**src/rtl/spi_ram_arbiter_if.sv**
```systemverilog
// Bundle of SPI-slave, local-requester and RAM-port signals around the arbiter.
// The master modport is the arbiter's view; slave is the surrounding logic.
interface spi_ram_arbiter_if #(
  parameter int ADDR_WIDTH = 8,
  parameter int DATA_WIDTH = 8
);
  logic [9:0]            rx_data;
  logic                  rx_valid;
  logic [7:0]            tx_data;
  logic                  tx_valid;
  logic                  lcl_req;
  logic                  lcl_we;
  logic [ADDR_WIDTH-1:0] lcl_addr;
  logic [7:0]            lcl_wdata;
  logic                  lcl_gnt;
  logic [7:0]            lcl_rdata;
  logic                  lcl_rvalid;
  logic                  ram_en;
  logic                  ram_we;
  logic [ADDR_WIDTH-1:0] ram_addr;
  logic [DATA_WIDTH-1:0] ram_wdata;
  logic [DATA_WIDTH-1:0] ram_rdata;
  logic                  spi_ovf;

  modport master (
    input  rx_data, rx_valid, lcl_req, lcl_we, lcl_addr, lcl_wdata, ram_rdata,
    output tx_data, tx_valid, lcl_gnt, lcl_rdata, lcl_rvalid,
           ram_en, ram_we, ram_addr, ram_wdata, spi_ovf
  );

  modport slave (
    output rx_data, rx_valid, lcl_req, lcl_we, lcl_addr, lcl_wdata, ram_rdata,
    input  tx_data, tx_valid, lcl_gnt, lcl_rdata, lcl_rvalid,
           ram_en, ram_we, ram_addr, ram_wdata, spi_ovf
  );
endinterface

```
**src/rtl/spi_ram_arbiter.sv**
```systemverilog
// Decodes SPI command words into RAM accesses and shares the single RAM port
// with a local requester under round-robin arbitration.
module spi_ram_arbiter #(
  parameter int ADDR_WIDTH = 8,
  parameter int DATA_WIDTH = 8
) (
  input logic               clk,
  input logic               rst,
  spi_ram_arbiter_if.master bus
);
  typedef enum logic [1:0] {IDLE, ACCESS, RDATA} state_t;

  localparam logic PRIO_SPI = 1'b0;
  localparam logic PRIO_LCL = 1'b1;

  state_t                state, next_state;
  logic [ADDR_WIDTH-1:0] wr_addr, rd_addr, pend_addr;
  logic [DATA_WIDTH-1:0] pend_data;
  logic                  spi_pend, pend_we, prio, cur_spi;
  logic [1:0]            opcode;
  logic                  any_req, spi_win, spi_granted, post_word;

  logic                  ram_en_d, ram_we_d, lcl_gnt_d;
  logic [ADDR_WIDTH-1:0] ram_addr_d;
  logic [DATA_WIDTH-1:0] ram_wdata_d;

  assign opcode      = bus.rx_data[9:8];
  assign post_word   = bus.rx_valid & opcode[0];
  assign any_req     = spi_pend | bus.lcl_req;
  assign spi_win     = spi_pend & (~bus.lcl_req | (prio == PRIO_SPI));
  assign spi_granted = (state == ACCESS) & cur_spi;

  always_ff @(posedge clk or posedge rst) begin
    if (rst) state <= IDLE;
    else     state <= next_state;
  end

  always_comb begin
    next_state = state;
    case (state)
      IDLE:    if (any_req) next_state = ACCESS;
      ACCESS:  next_state = bus.ram_we ? IDLE : RDATA;
      RDATA:   next_state = IDLE;
      default: next_state = IDLE;
    endcase
  end

  // RAM port values for the upcoming ACCESS cycle; zero whenever no access follows.
  always_comb begin
    ram_en_d    = 1'b0;
    ram_we_d    = 1'b0;
    ram_addr_d  = '0;
    ram_wdata_d = '0;
    lcl_gnt_d   = 1'b0;
    if (state == IDLE && any_req) begin
      ram_en_d = 1'b1;
      if (spi_win) begin
        ram_we_d    = pend_we;
        ram_addr_d  = pend_addr;
        ram_wdata_d = pend_data;
      end else begin
        ram_we_d    = bus.lcl_we;
        ram_addr_d  = bus.lcl_addr;
        ram_wdata_d = bus.lcl_wdata;
        lcl_gnt_d   = 1'b1;
      end
    end
  end

  // The pending entry snapshots its address at post time; a word posted while
  // the previous entry is in ACCESS takes over the slot instead of overflowing.
  always_ff @(posedge clk or posedge rst) begin
    if (rst) begin
      bus.ram_en     <= 1'b0;
      bus.ram_we     <= 1'b0;
      bus.ram_addr   <= '0;
      bus.ram_wdata  <= '0;
      bus.lcl_gnt    <= 1'b0;
      bus.lcl_rdata  <= '0;
      bus.lcl_rvalid <= 1'b0;
      bus.tx_data    <= '0;
      bus.tx_valid   <= 1'b0;
      bus.spi_ovf    <= 1'b0;
      wr_addr        <= '0;
      rd_addr        <= '0;
      spi_pend       <= 1'b0;
      pend_we        <= 1'b0;
      pend_addr      <= '0;
      pend_data      <= '0;
      prio           <= PRIO_SPI;
      cur_spi        <= 1'b0;
    end else begin
      bus.ram_en     <= ram_en_d;
      bus.ram_we     <= ram_we_d;
      bus.ram_addr   <= ram_addr_d;
      bus.ram_wdata  <= ram_wdata_d;
      bus.lcl_gnt    <= lcl_gnt_d;
      bus.lcl_rvalid <= 1'b0;

      if (state == IDLE && any_req) begin
        cur_spi <= spi_win;
        prio    <= spi_win ? PRIO_LCL : PRIO_SPI;
      end

      if (spi_granted) spi_pend <= 1'b0;

      if (bus.rx_valid) begin
        bus.tx_valid <= 1'b0;
        if (!opcode[0]) begin
          if (opcode[1]) rd_addr <= bus.rx_data[ADDR_WIDTH-1:0];
          else           wr_addr <= bus.rx_data[ADDR_WIDTH-1:0];
        end
      end

      if (post_word) begin
        if (!spi_pend || spi_granted) begin
          spi_pend  <= 1'b1;
          pend_we   <= ~opcode[1];
          pend_addr <= opcode[1] ? rd_addr : wr_addr;
          pend_data <= opcode[1] ? '0 : bus.rx_data[7:0];
        end else begin
          bus.spi_ovf <= 1'b1;
        end
      end

      if (state == RDATA) begin
        if (cur_spi) begin
          bus.tx_data  <= bus.ram_rdata;
          bus.tx_valid <= 1'b1;
        end else begin
          bus.lcl_rdata  <= bus.ram_rdata;
          bus.lcl_rvalid <= 1'b1;
        end
      end
    end
  end
endmodule

```
**src/flat_wrapper.sv**
```systemverilog
// flat-port wrapper written by rule: the top's interface ports become plain ports
module spi_ram_arbiter_flat 
#(
  parameter int ADDR_WIDTH = 8,
  parameter int DATA_WIDTH = 8
)
  (clk, rst, bus_rx_data, bus_rx_valid, bus_lcl_req, bus_lcl_we, bus_lcl_addr, bus_lcl_wdata, bus_ram_rdata, bus_tx_data, bus_tx_valid, bus_lcl_gnt, bus_lcl_rdata, bus_lcl_rvalid, bus_ram_en, bus_ram_we, bus_ram_addr, bus_ram_wdata, bus_spi_ovf);
  spi_ram_arbiter_if #(.ADDR_WIDTH(ADDR_WIDTH), .DATA_WIDTH(DATA_WIDTH)) bus_i ();
  input logic clk;
  input logic rst;
  input wire logic [$bits(bus_i.rx_data)-1:0] bus_rx_data;
  input wire logic [$bits(bus_i.rx_valid)-1:0] bus_rx_valid;
  input wire logic [$bits(bus_i.lcl_req)-1:0] bus_lcl_req;
  input wire logic [$bits(bus_i.lcl_we)-1:0] bus_lcl_we;
  input wire logic [$bits(bus_i.lcl_addr)-1:0] bus_lcl_addr;
  input wire logic [$bits(bus_i.lcl_wdata)-1:0] bus_lcl_wdata;
  input wire logic [$bits(bus_i.ram_rdata)-1:0] bus_ram_rdata;
  output wire logic [$bits(bus_i.tx_data)-1:0] bus_tx_data;
  output wire logic [$bits(bus_i.tx_valid)-1:0] bus_tx_valid;
  output wire logic [$bits(bus_i.lcl_gnt)-1:0] bus_lcl_gnt;
  output wire logic [$bits(bus_i.lcl_rdata)-1:0] bus_lcl_rdata;
  output wire logic [$bits(bus_i.lcl_rvalid)-1:0] bus_lcl_rvalid;
  output wire logic [$bits(bus_i.ram_en)-1:0] bus_ram_en;
  output wire logic [$bits(bus_i.ram_we)-1:0] bus_ram_we;
  output wire logic [$bits(bus_i.ram_addr)-1:0] bus_ram_addr;
  output wire logic [$bits(bus_i.ram_wdata)-1:0] bus_ram_wdata;
  output wire logic [$bits(bus_i.spi_ovf)-1:0] bus_spi_ovf;
  assign bus_i.rx_data = bus_rx_data;
  assign bus_i.rx_valid = bus_rx_valid;
  assign bus_i.lcl_req = bus_lcl_req;
  assign bus_i.lcl_we = bus_lcl_we;
  assign bus_i.lcl_addr = bus_lcl_addr;
  assign bus_i.lcl_wdata = bus_lcl_wdata;
  assign bus_i.ram_rdata = bus_ram_rdata;
  assign bus_tx_data = bus_i.tx_data;
  assign bus_tx_valid = bus_i.tx_valid;
  assign bus_lcl_gnt = bus_i.lcl_gnt;
  assign bus_lcl_rdata = bus_i.lcl_rdata;
  assign bus_lcl_rvalid = bus_i.lcl_rvalid;
  assign bus_ram_en = bus_i.ram_en;
  assign bus_ram_we = bus_i.ram_we;
  assign bus_ram_addr = bus_i.ram_addr;
  assign bus_ram_wdata = bus_i.ram_wdata;
  assign bus_spi_ovf = bus_i.spi_ovf;
  spi_ram_arbiter #(.ADDR_WIDTH(ADDR_WIDTH), .DATA_WIDTH(DATA_WIDTH)) u_core (.clk(clk), .rst(rst), .bus(bus_i));
endmodule
```
**config.mk**
```make
export PLATFORM = sky130hd
export DESIGN_NAME = spi_ram_arbiter_flat
export DESIGN_NICKNAME = d
export VERILOG_FILES = /design/src/rtl/spi_ram_arbiter_if.sv /design/src/rtl/spi_ram_arbiter.sv /design/src/flat_wrapper.sv
export SDC_FILE = /design/constraint.sdc
export NUM_CORES = 1
export LEC_CHECK = 0
export CAP_MARGIN = 20
export CORE_MARGIN = 3
export CORE_UTILIZATION = 43
export CTS_CLUSTER_DIAMETER = 30
export DETAILED_ROUTE_END_ITERATION = 8
export PLACE_DENSITY = 0.75
export SLEW_MARGIN = 25
export SYNTH_ARGS = -nofsm -noshare
export SYNTH_HDL_FRONTEND = slang
export SYNTH_SLANG_ARGS = --single-unit
```
**constraint.sdc**
```tcl
create_clock -name clk -period 2.3 [get_ports clk]
set_clock_uncertainty 0.1 [all_clocks]
set_input_delay 0.23 -clock clk [delete_from_list [all_inputs] [get_ports clk]]
set_output_delay 0.23 -clock clk [all_outputs]
set_load 0.005 [all_outputs]
```
[After elaboration in Yosys (flattened, before gate mapping)]
Cells that the tools add are included.
Operators by class
  equal/unequal tests: 3
  muxes and demuxes: 23
  bitwise gates (word level): 11
  reductions and logical operators: 10
Operators with widths (number)
  two-way mux 8 bit: 6
  two-way mux 1 bit: 14
  AND reduction 2 bit: 4
  inverter 1 bit: 6
  AND reduction 3 bit: 2
  two-way mux 2 bit: 2
  one-hot mux 2 bit (2 select lines): 1
  AND 1 bit: 3
  equality test 2 x 1 -> 1 bit, second input constant: 1
  equality test 2 bit, second input constant: 1
  zero test 2 bit: 1
  != test 2 x 1 -> 1 bit, second input constant: 1
  bitwise OR 1 bit: 2
  logical AND 1 bit: 1
  zero test 1 bit: 1
  logical OR 1 bit: 1
Word-level totals
  register bits: 76
  input port bits: 39
  logic and storage cells: 66

[Depth between registers and ports, before layout]
Gate-level depths: netlist of run 1.
  depth in word-level cells: 5
  depth in mapped cells: 5
  mapped depth without buffers: 3

[Worst setup path before layout of run 1]
OpenSTA, ideal clock, no wires.
  path type: reg2reg
  start: reg u_core.state[1]
  end: reg u_core.pend_addr[0]
  arrival time: 1.424 ns
  required time: 2.075 ns
  slack: 0.651 ns
  cell stages (with the launch flop): 5
  path through: dfrtp_1 > nand3b_1 > a21oi_4 > buf_6 > mux2_2
On the way
  longest elaborated chain between the ends: 4
RTL lines
  from (decl): RTL line spi_ram_arbiter.sv:16  | state_t state, next_state;
  from (signal assigned): RTL line spi_ram_arbiter.sv:35  | else state <= next_state;
  equality test 2 x 1 -> 1 bit: RTL line spi_ram_arbiter.sv:31  | assign spi_granted = (state == ACCESS) & cur_spi;
  AND 1 bit: RTL line spi_ram_arbiter.sv:31
  logical OR 1 bit: RTL line spi_ram_arbiter.sv:116  | if (!spi_pend || spi_granted) begin
  AND reduction 2 bit (no source line)
  to (signal assigned): RTL line spi_ram_arbiter.sv:119  | pend_addr <= opcode[1] ? rd_addr : wr_addr;
  to (decl): RTL line spi_ram_arbiter.sv:17  | logic [ADDR_WIDTH-1:0] wr_addr, rd_addr, pend_addr;
Every way passes these cells.
A chain may end at the register's enable or synchronous reset.

[Final worst setup path of run 1]
  start: reg u_core.state[1]
  end: reg u_core.bus.ram_addr[1] (netlist bit)
On the way
  longest elaborated chain between the ends: 3
RTL lines
  zero test 2 bit: RTL line spi_ram_arbiter.sv:55  | if (state == IDLE && any_req) begin
  logical AND 1 bit: RTL line spi_ram_arbiter.sv:55
  two-way mux 8 bit: RTL line spi_ram_arbiter.sv:55
  named net u_core.ram_addr_d[1]: RTL line spi_ram_arbiter.sv:24  | logic [ADDR_WIDTH-1:0] ram_addr_d;
  to (signal assigned): RTL line spi_ram_arbiter.sv:95  | bus.ram_addr <= ram_addr_d;
  to (decl): RTL line spi_ram_arbiter_if.sv:28  | ram_en, ram_we, ram_addr, ram_wdata, spi_ovf
The timed path passes the listed nets, and every way through them passes these cells.

==> results.sh, run 1 <==
export IMPL_crit_chain="nor2_1 > and3_1 > a22o_1"
export IMPL_slew_headroom_pct=51.6
export IMPL_critical_path_slowest_cell="and3_1"
export IMPL_drive_gt1_share_pct=30.0
export IMPL_startpoint="u_core.state[1]$_DFFE_PP0P_"
export IMPL_synth_flop_cell="dfrtp_1"
export IMPL_combPwrFrac_pct=34.3
export IMPL_status="finished, final reports clean"
export IMPL_drv_cap=0
export IMPL_dr_total_vias=1844
export IMPL_worst_pin_slew_ns=0.725
export IMPL_synthCells=188
export IMPL_worst_path_buf_inv=0
export IMPL_seqPwrFrac_pct=45.6
export IMPL_die_w_um=88.7
export IMPL_antenna_found_initial=0
export IMPL_synth_top_area_share_pct=63.9
export IMPL_period_share_pct=75.2
export IMPL_fillers=521
export IMPL_netSwitchingFraction_pct=27.1
export IMPL_cts_sinks=75
export IMPL_grt_max_degree=27
export IMPL_crit_arrival_ns=1.90
export IMPL_yosysUniqueCellTypes=21
export IMPL_dr_pass1_iters=4
export IMPL_max_freq_ghz=0.578
export IMPL_synth_seq_cells=75
export IMPL_cp_start_kind="register"
export IMPL_critPathRequiredTime_ns=2.47
export IMPL_ioPinCount=77
export IMPL_setup_violations=0
export IMPL_clk_pin_slew_worst_paths_ns=0.07
export IMPL_vias_per_cell=5.17
export IMPL_worstSetupPathType="register to register"
export IMPL_avgSynthCellArea_um2=15.6
export IMPL_core_um2=6490
export IMPL_post_cts_buffers=0
export IMPL_drc=0
export IMPL_synthToLayoutAreaGrowth_pct=36.1
export IMPL_seq_area_frac_synth_pct=63.9
export IMPL_syn_num_nets=227
export IMPL_ys_warn_count=0
export IMPL_synth_edff_count=0
export IMPL_h_tree_depth=3
export IMPL_synth_cells_most_frequent="dfrtp_1, mux2_2, a22o_1"
export IMPL_hold_viol=0
export IMPL_synth_area_um2=2940
export IMPL_r2r_start="u_core.state[1]$_DFFE_PP0P_"
export IMPL_wl_mm=5.75
export IMPL_nets=315
export IMPL_slew_viol_final=0
export IMPL_finish_utilization_pct=61.6
export IMPL_endpoint_kind="register"
export IMPL_yosys_top_cells_area="dfrtp_1, mux2_2, a22o_1, nor2b_1, a2111oi_4"
export IMPL_peakVddDrop_mv=0.476
export IMPL_p_int_mw=3.42
export IMPL_cts_root_buf="clkbuf_8"
export IMPL_port_buffers=76
export IMPL_start_util_pct=45.3
export IMPL_antenna_cells=0
export IMPL_post_route_min_period_ns=1.73
export IMPL_final_setup_tns_ns=0
export IMPL_wl_per_cell_um=16.1
export IMPL_insertion_delay_ns=0.34
export IMPL_fp_dieArea_um2=7860
export IMPL_grt_usage_pct=15.9
export IMPL_yosysMostFrequentCell="dfrtp_1"
export IMPL_cellPowerDensity_nw_per_um2=1170
export IMPL_die_h_um=88.7
export IMPL_crit_path_max_incr_delay_ns=0.66
export IMPL_cts_resized=0
export IMPL_ys_async_sr_fraction_pct=100
export IMPL_critPathMaxFanout=18
export IMPL_grt_overflow=0
export IMPL_rsz0062_at_grt="no"
export IMPL_grt_pass1_wl_mm=9.24
export IMPL_dp_hpwl_mm=4.04
export IMPL_rows=29
export IMPL_antenna_left=0
export IMPL_crit_family="simple AND/OR/NAND/NOR gates"
export IMPL_p_leak_nw=1.73
export IMPL_min_path_type="input pin to asynchronous set/reset pin"
export IMPL_hold_buffers=0
export IMPL_cts_buffers=9
export IMPL_synth_largest_area_cell="dfrtp_1"
export IMPL_first_iter_violations=57
export IMPL_cts_buffer_depth=2
export IMPL_clkPwrFrac_pct=20.1
export IMPL_finalWeightedCongestion=0.777
export IMPL_switchingPower_mw=1.27
export IMPL_grt_pass1_vias=1897
export IMPL_cts_tree="yes"
[stage by stage]
step	area, um^2	total power, mW	instances	setup slack, ns	hold WS [ns]
after floorplan	2940	2.93	188	0.0600	0.237
after global placement	3820	3.76	342	0.415	0.323
after detailed placement	3820	3.82	342	0.386	0.323
after CTS	4000	4.78	357	0.530	0.154
after global routing	4000	5.02	357	0.413	0.186
final	4000	4.70	357	0.570	0.149
[placed cells by master (no fill, tap or decap)]
| master | netlist | layout |
|---|---|---|
| nand2_1 | 4 | 4 |
| buf_4 | 1 | 7 |
| a2111oi_4 | 1 | 1 |
| inv_2 | 1 | 2 |
| nand3b_1 | 3 | 3 |
| o21bai_1 | 2 | 2 |
| clkbuf_8 | 0 | 9 |
| buf_12 | 0 | 1 |
| nor3b_1 | 2 | 2 |
| mux2i_1 | 1 | 1 |
| o21ai_0 | 1 | 1 |
| and3_1 | 1 | 1 |
| nor3b_2 | 1 | 1 |
| clkdlybuf4s50_1 | 0 | 76 |
| o21a_1 | 2 | 2 |
| nor2b_1 | 8 | 8 |
| a22o_1 | 17 | 17 |
| a21oi_4 | 1 | 1 |
| inv_1 | 4 | 3 |
| bufinv_16 | 0 | 1 |
| clkinvlp_4 | 0 | 1 |
| clkinv_2 | 0 | 4 |
| dfrtp_1 | 75 | 75 |
| nor2_1 | 1 | 1 |
| mux2_2 | 56 | 56 |
[sequential cells by signal, summed over array words and instances, names as in the netlist, 8 cells and up]
register / count
u_core.pend_addr: 8
u_core.bus.ram_wdata: 8
u_core.rd_addr: 8
u_core.bus.ram_addr: 8
u_core.wr_addr: 8
u_core.bus.tx_data: 8
u_core.pend_data: 8
u_core.bus.lcl_rdata: 8
[path summary, 6_finish.rpt]
kind	end	slack, ns	cells past startpoint
setup / recovery	u_core.bus.ram_addr[1]$_DFF_PP0_	0.57	3
hold / removal	u_core.bus.lcl_rdata[1]$_DFFE_PP0P_	0.15	2
setup reg to reg	u_core.bus.ram_addr[1]$_DFF_PP0_	0.57	3
hold reg to reg	u_core.state[1]$_DFFE_PP0P_	0.33	1
max in group asynchronous	u_core.pend_addr[2]$_DFFE_PP0P_	1.32	3
min in group clk	u_core.state[1]$_DFFE_PP0P_	0.33	1
[power by group through the flow]
stage / registers [mW] / logic (mW) / clock network [mW]
finish: 2.14 / 1.61 / 0.943
floorplan: 2.15 / 0.781 / 0
global placement: 2.16 / 1.60 / 0
CTS: 2.15 / 1.65 / 0.979
global route: 2.21 / 1.77 / 1.04
detailed placement: 2.17 / 1.64 / 0
[area by class of cell]
class	count	area [um^2]	share of cell area (%)
Inverter	5	18.8	0.469
Tap cell	77	96.3	2.41
Clock inverter	6	57.6	1.44
Timing Repair Buffer	84	833	20.8
Clock buffer	9	124	3.10
Sequential cell	75	1880	46.9
Multi-Input combinational cell	101	993	24.8
[cells by family (layout without fill, tap and decap cells)]
logic type / Yosys count / count (layout) / share of synthesized area [%]
DFF: 75 / 75 / 63.9
muxes: 57 / 57 / 21.8
AOI/OAI and AO/OA: 24 / 24 / 7.75
and+or+nand+nor: 20 / 20 / 4.26
buffers and inverters: 12 / 104 / 2.34
[per-layer routing]
metal	wire length (um)	GRT usage [%]	vias up
met4	125	7.55	0
met5	0	0	-
met2	2700	25.2	65
met3	407	4.93	12
met1	2520	19.9	921
li1	-	-	846
No activity file was read; power rests on OpenSTA's default activity.
==> run 2: changes to the inputs <==
==> constraint.sdc (replaced) <==
create_clock -name clk -period 1.4 [get_ports clk]
set_clock_uncertainty 0.1 [all_clocks]
set_input_delay 0.14 -clock clk [delete_from_list [all_inputs] [get_ports clk]]
set_output_delay 0.14 -clock clk [all_outputs]
set_load 0.005 [all_outputs]
==> run 2 against run 1 <==
  * The flow now finishes with violations (setup timing)
  * Via count is 1.8% higher
  * Combinational power is 66% higher
  * Flip-flop and latch count stayed put
  * Setup slack worse by 0.69 ns
  * Sequential share of layout area is 2.4 points lower
  * Utilization is 3.3 points higher
  * Total power is 74% higher
  * Register-to-register slack worse by 0.69 ns
  * Global-route usage is 0.14 points higher
  * Count of clock-buffer cells in the layout is 1 higher
  * Hold slack worse by 0.033 ns
  * Fmax is 14% higher
  * Critical endpoint is now u_core.pend_addr[7]$_DFFE_PP0P_
  * Largest power group unchanged
  * Highest routed layer unchanged
==> results.sh, run 2 (synthesis results as in run 1) <==
export IMPL_antenna_cells=0
export IMPL_die_h_um=88.7
export IMPL_dr_total_vias=1877
export IMPL_crit_chain="nand3b_1 > a21oi_4 > buf_12 > mux2_2"
export IMPL_final_cell_mix="dfrtp_1, mux2_2, clkdlybuf4s50_1, dlygate4sd2_1, a22o_1"
export IMPL_cts_root_buf="clkbuf_8"
export IMPL_cts_tree="yes"
export IMPL_antenna_left=0
export IMPL_worstSetupPathType="register to register"
export IMPL_slew_viol_final=0
export IMPL_cts_sinks=75
export IMPL_die_w_um=88.7
export IMPL_dr_pass1_iters=4
export IMPL_start_util_pct=45.3
export IMPL_rows=29
export IMPL_critPathMaxFanout=17
export IMPL_fp_dieArea_um2=7860
export IMPL_slew_headroom_pct=78.2
export IMPL_hold_viol=0
export IMPL_finalWeightedCongestion=0.827
export IMPL_peakVddDrop_mv=0.775
export IMPL_drc=0
export IMPL_period_share_pct=109
export IMPL_fin_ws_ns=-0.123
export IMPL_final_area_um2=4210
export IMPL_worst_path_buf_inv=1
export IMPL_crit_family="flip-flops"
export IMPL_worst_pin_slew_ns=0.327
export IMPL_max_freq_ghz=0.657
export IMPL_drv_cap=0
export IMPL_crit_path_max_incr_delay_ns=0.39
export IMPL_synthToLayoutAreaGrowth_pct=43.4
export IMPL_ioPinCount=77
export IMPL_pre_cts_ws_ns=-0.303
export IMPL_drive_gt1_share_pct=34.5
export IMPL_placed_area_um2=3960
export IMPL_failed_checks="setup timing"
export IMPL_h_tree_depth=3
export IMPL_setup_violations=42
export IMPL_vias_per_cell=5.03
export IMPL_finish_utilization_pct=64.9
export IMPL_clk_pin_slew_worst_paths_ns=0.07
export IMPL_cellPowerDensity_nw_per_um2=1930
export IMPL_cp_start_kind="register"
export IMPL_antenna_found_initial=0
export IMPL_p_leak_nw=1.96
export IMPL_cts_buffer_depth=2
export IMPL_rsz0062_at_grt="yes"
export IMPL_critical_path_slowest_cell="dfrtp_1"
export IMPL_grt_max_degree=46
export IMPL_grt_pass1_wl_mm=9.48
export IMPL_wl_per_cell_um=15.5
export IMPL_status="complete, but fails checks"
export IMPL_port_buffers=76
export IMPL_wl_mm=5.78
export IMPL_insertion_delay_ns=0.34
export IMPL_grt_overflow=0
export IMPL_grt_pass1_vias=2038
export IMPL_core_um2=6490
export IMPL_post_route_min_period_ns=1.52
export IMPL_critPathRequiredTime_ns=1.52
export IMPL_endpoint_kind="register"
export IMPL_cts_buffers=9
export IMPL_min_path_type="input pin to asynchronous set/reset pin"
export IMPL_final_common_cell="dfrtp_1"
export IMPL_nets=330
export IMPL_crit_arrival_ns=1.65
export IMPL_dp_hpwl_mm=4.16
export IMPL_grt_usage_pct=16.0
export IMPL_final_setup_tns_ns=-3.17
export IMPL_first_iter_violations=53
-- run 2: stage by stage --
stage	std cells	power, mW	hold WS (ns)
after CTS	372	8.23	0.109
after global placement	353	6.38	0.334
final	373	8.15	0.116
after detailed placement	353	6.48	0.331
after floorplan	188	4.81	0.147
after global routing	373	8.66	0.129
-- run 2: layout make-up --
cell class / instances / area, um^2
clock buffer: 10 / 138
clock inverter: 6 / 113
fill: 507 / 2280
inverter: 5 / 22.5
multi-input combinational: 101 / 1010
sequential: 75 / 1880
tap: 77 / 96.3
timing repair buffer: 99 / 960
-- run 2: final timing paths --
kind | slack, ns | depth (start not counted) | endpoint | from
setup reg to reg | -0.12 | 4 | u_core.pend_addr[7]$_DFFE_PP0P_ | u_core.state[1]$_DFFE_PP0P_
setup / recovery | -0.12 | 4 | u_core.pend_addr[7]$_DFFE_PP0P_ | u_core.state[1]$_DFFE_PP0P_
hold / removal | 0.12 | 3 | u_core.bus.ram_we$_DFF_PP0_ | rst
min in group clk | 0.31 | 2 | u_core.bus.ram_addr[0]$_DFF_PP0_ | bus_lcl_addr[0]
hold reg to reg | 0.38 | 1 | u_core.bus.spi_ovf$_DFFE_PP0P_ | u_core.bus.spi_ovf$_DFFE_PP0P_
max in group asynchronous | 0.83 | 3 | u_core.bus.ram_wdata[3]$_DFF_PP0_ | rst
-- run 2: per-layer routing --
layer	vias to the layer above	track usage [%]	wire length [um]
met5	-	0	0
met4	0	7.83	97
met2	56	25.9	2800
met1	930	20.6	2580
met3	9	3.17	306
li1	882	-	-
-- run 2: what timing repair did --
| item | CTS | global route |
|---|---|---|
| gates resized for setup | 42 | 3 |
| setup endpoints to repair | 80 | 43 |
| hold buffers | 0 | 0 |
| setup buffers | 3 | 1 |
-- run 2: power breakdown --
part / leakage (nW) / internal [mW] / total (mW) / switching, mW
clock network: 0.126 / 1.24 / 2.00 / 0.769
registers: 0.924 / 3.05 / 3.47 / 0.414
logic: 0.908 / 1.69 / 2.68 / 0.987
-- run 2: worst reg2reg max path: stages, from the launching register on --
cell	delay, ns
dfrtp_1	0.39
nand3b_1	0.22
a21oi_4	0.18
buf_12	0.18
mux2_2	0.35
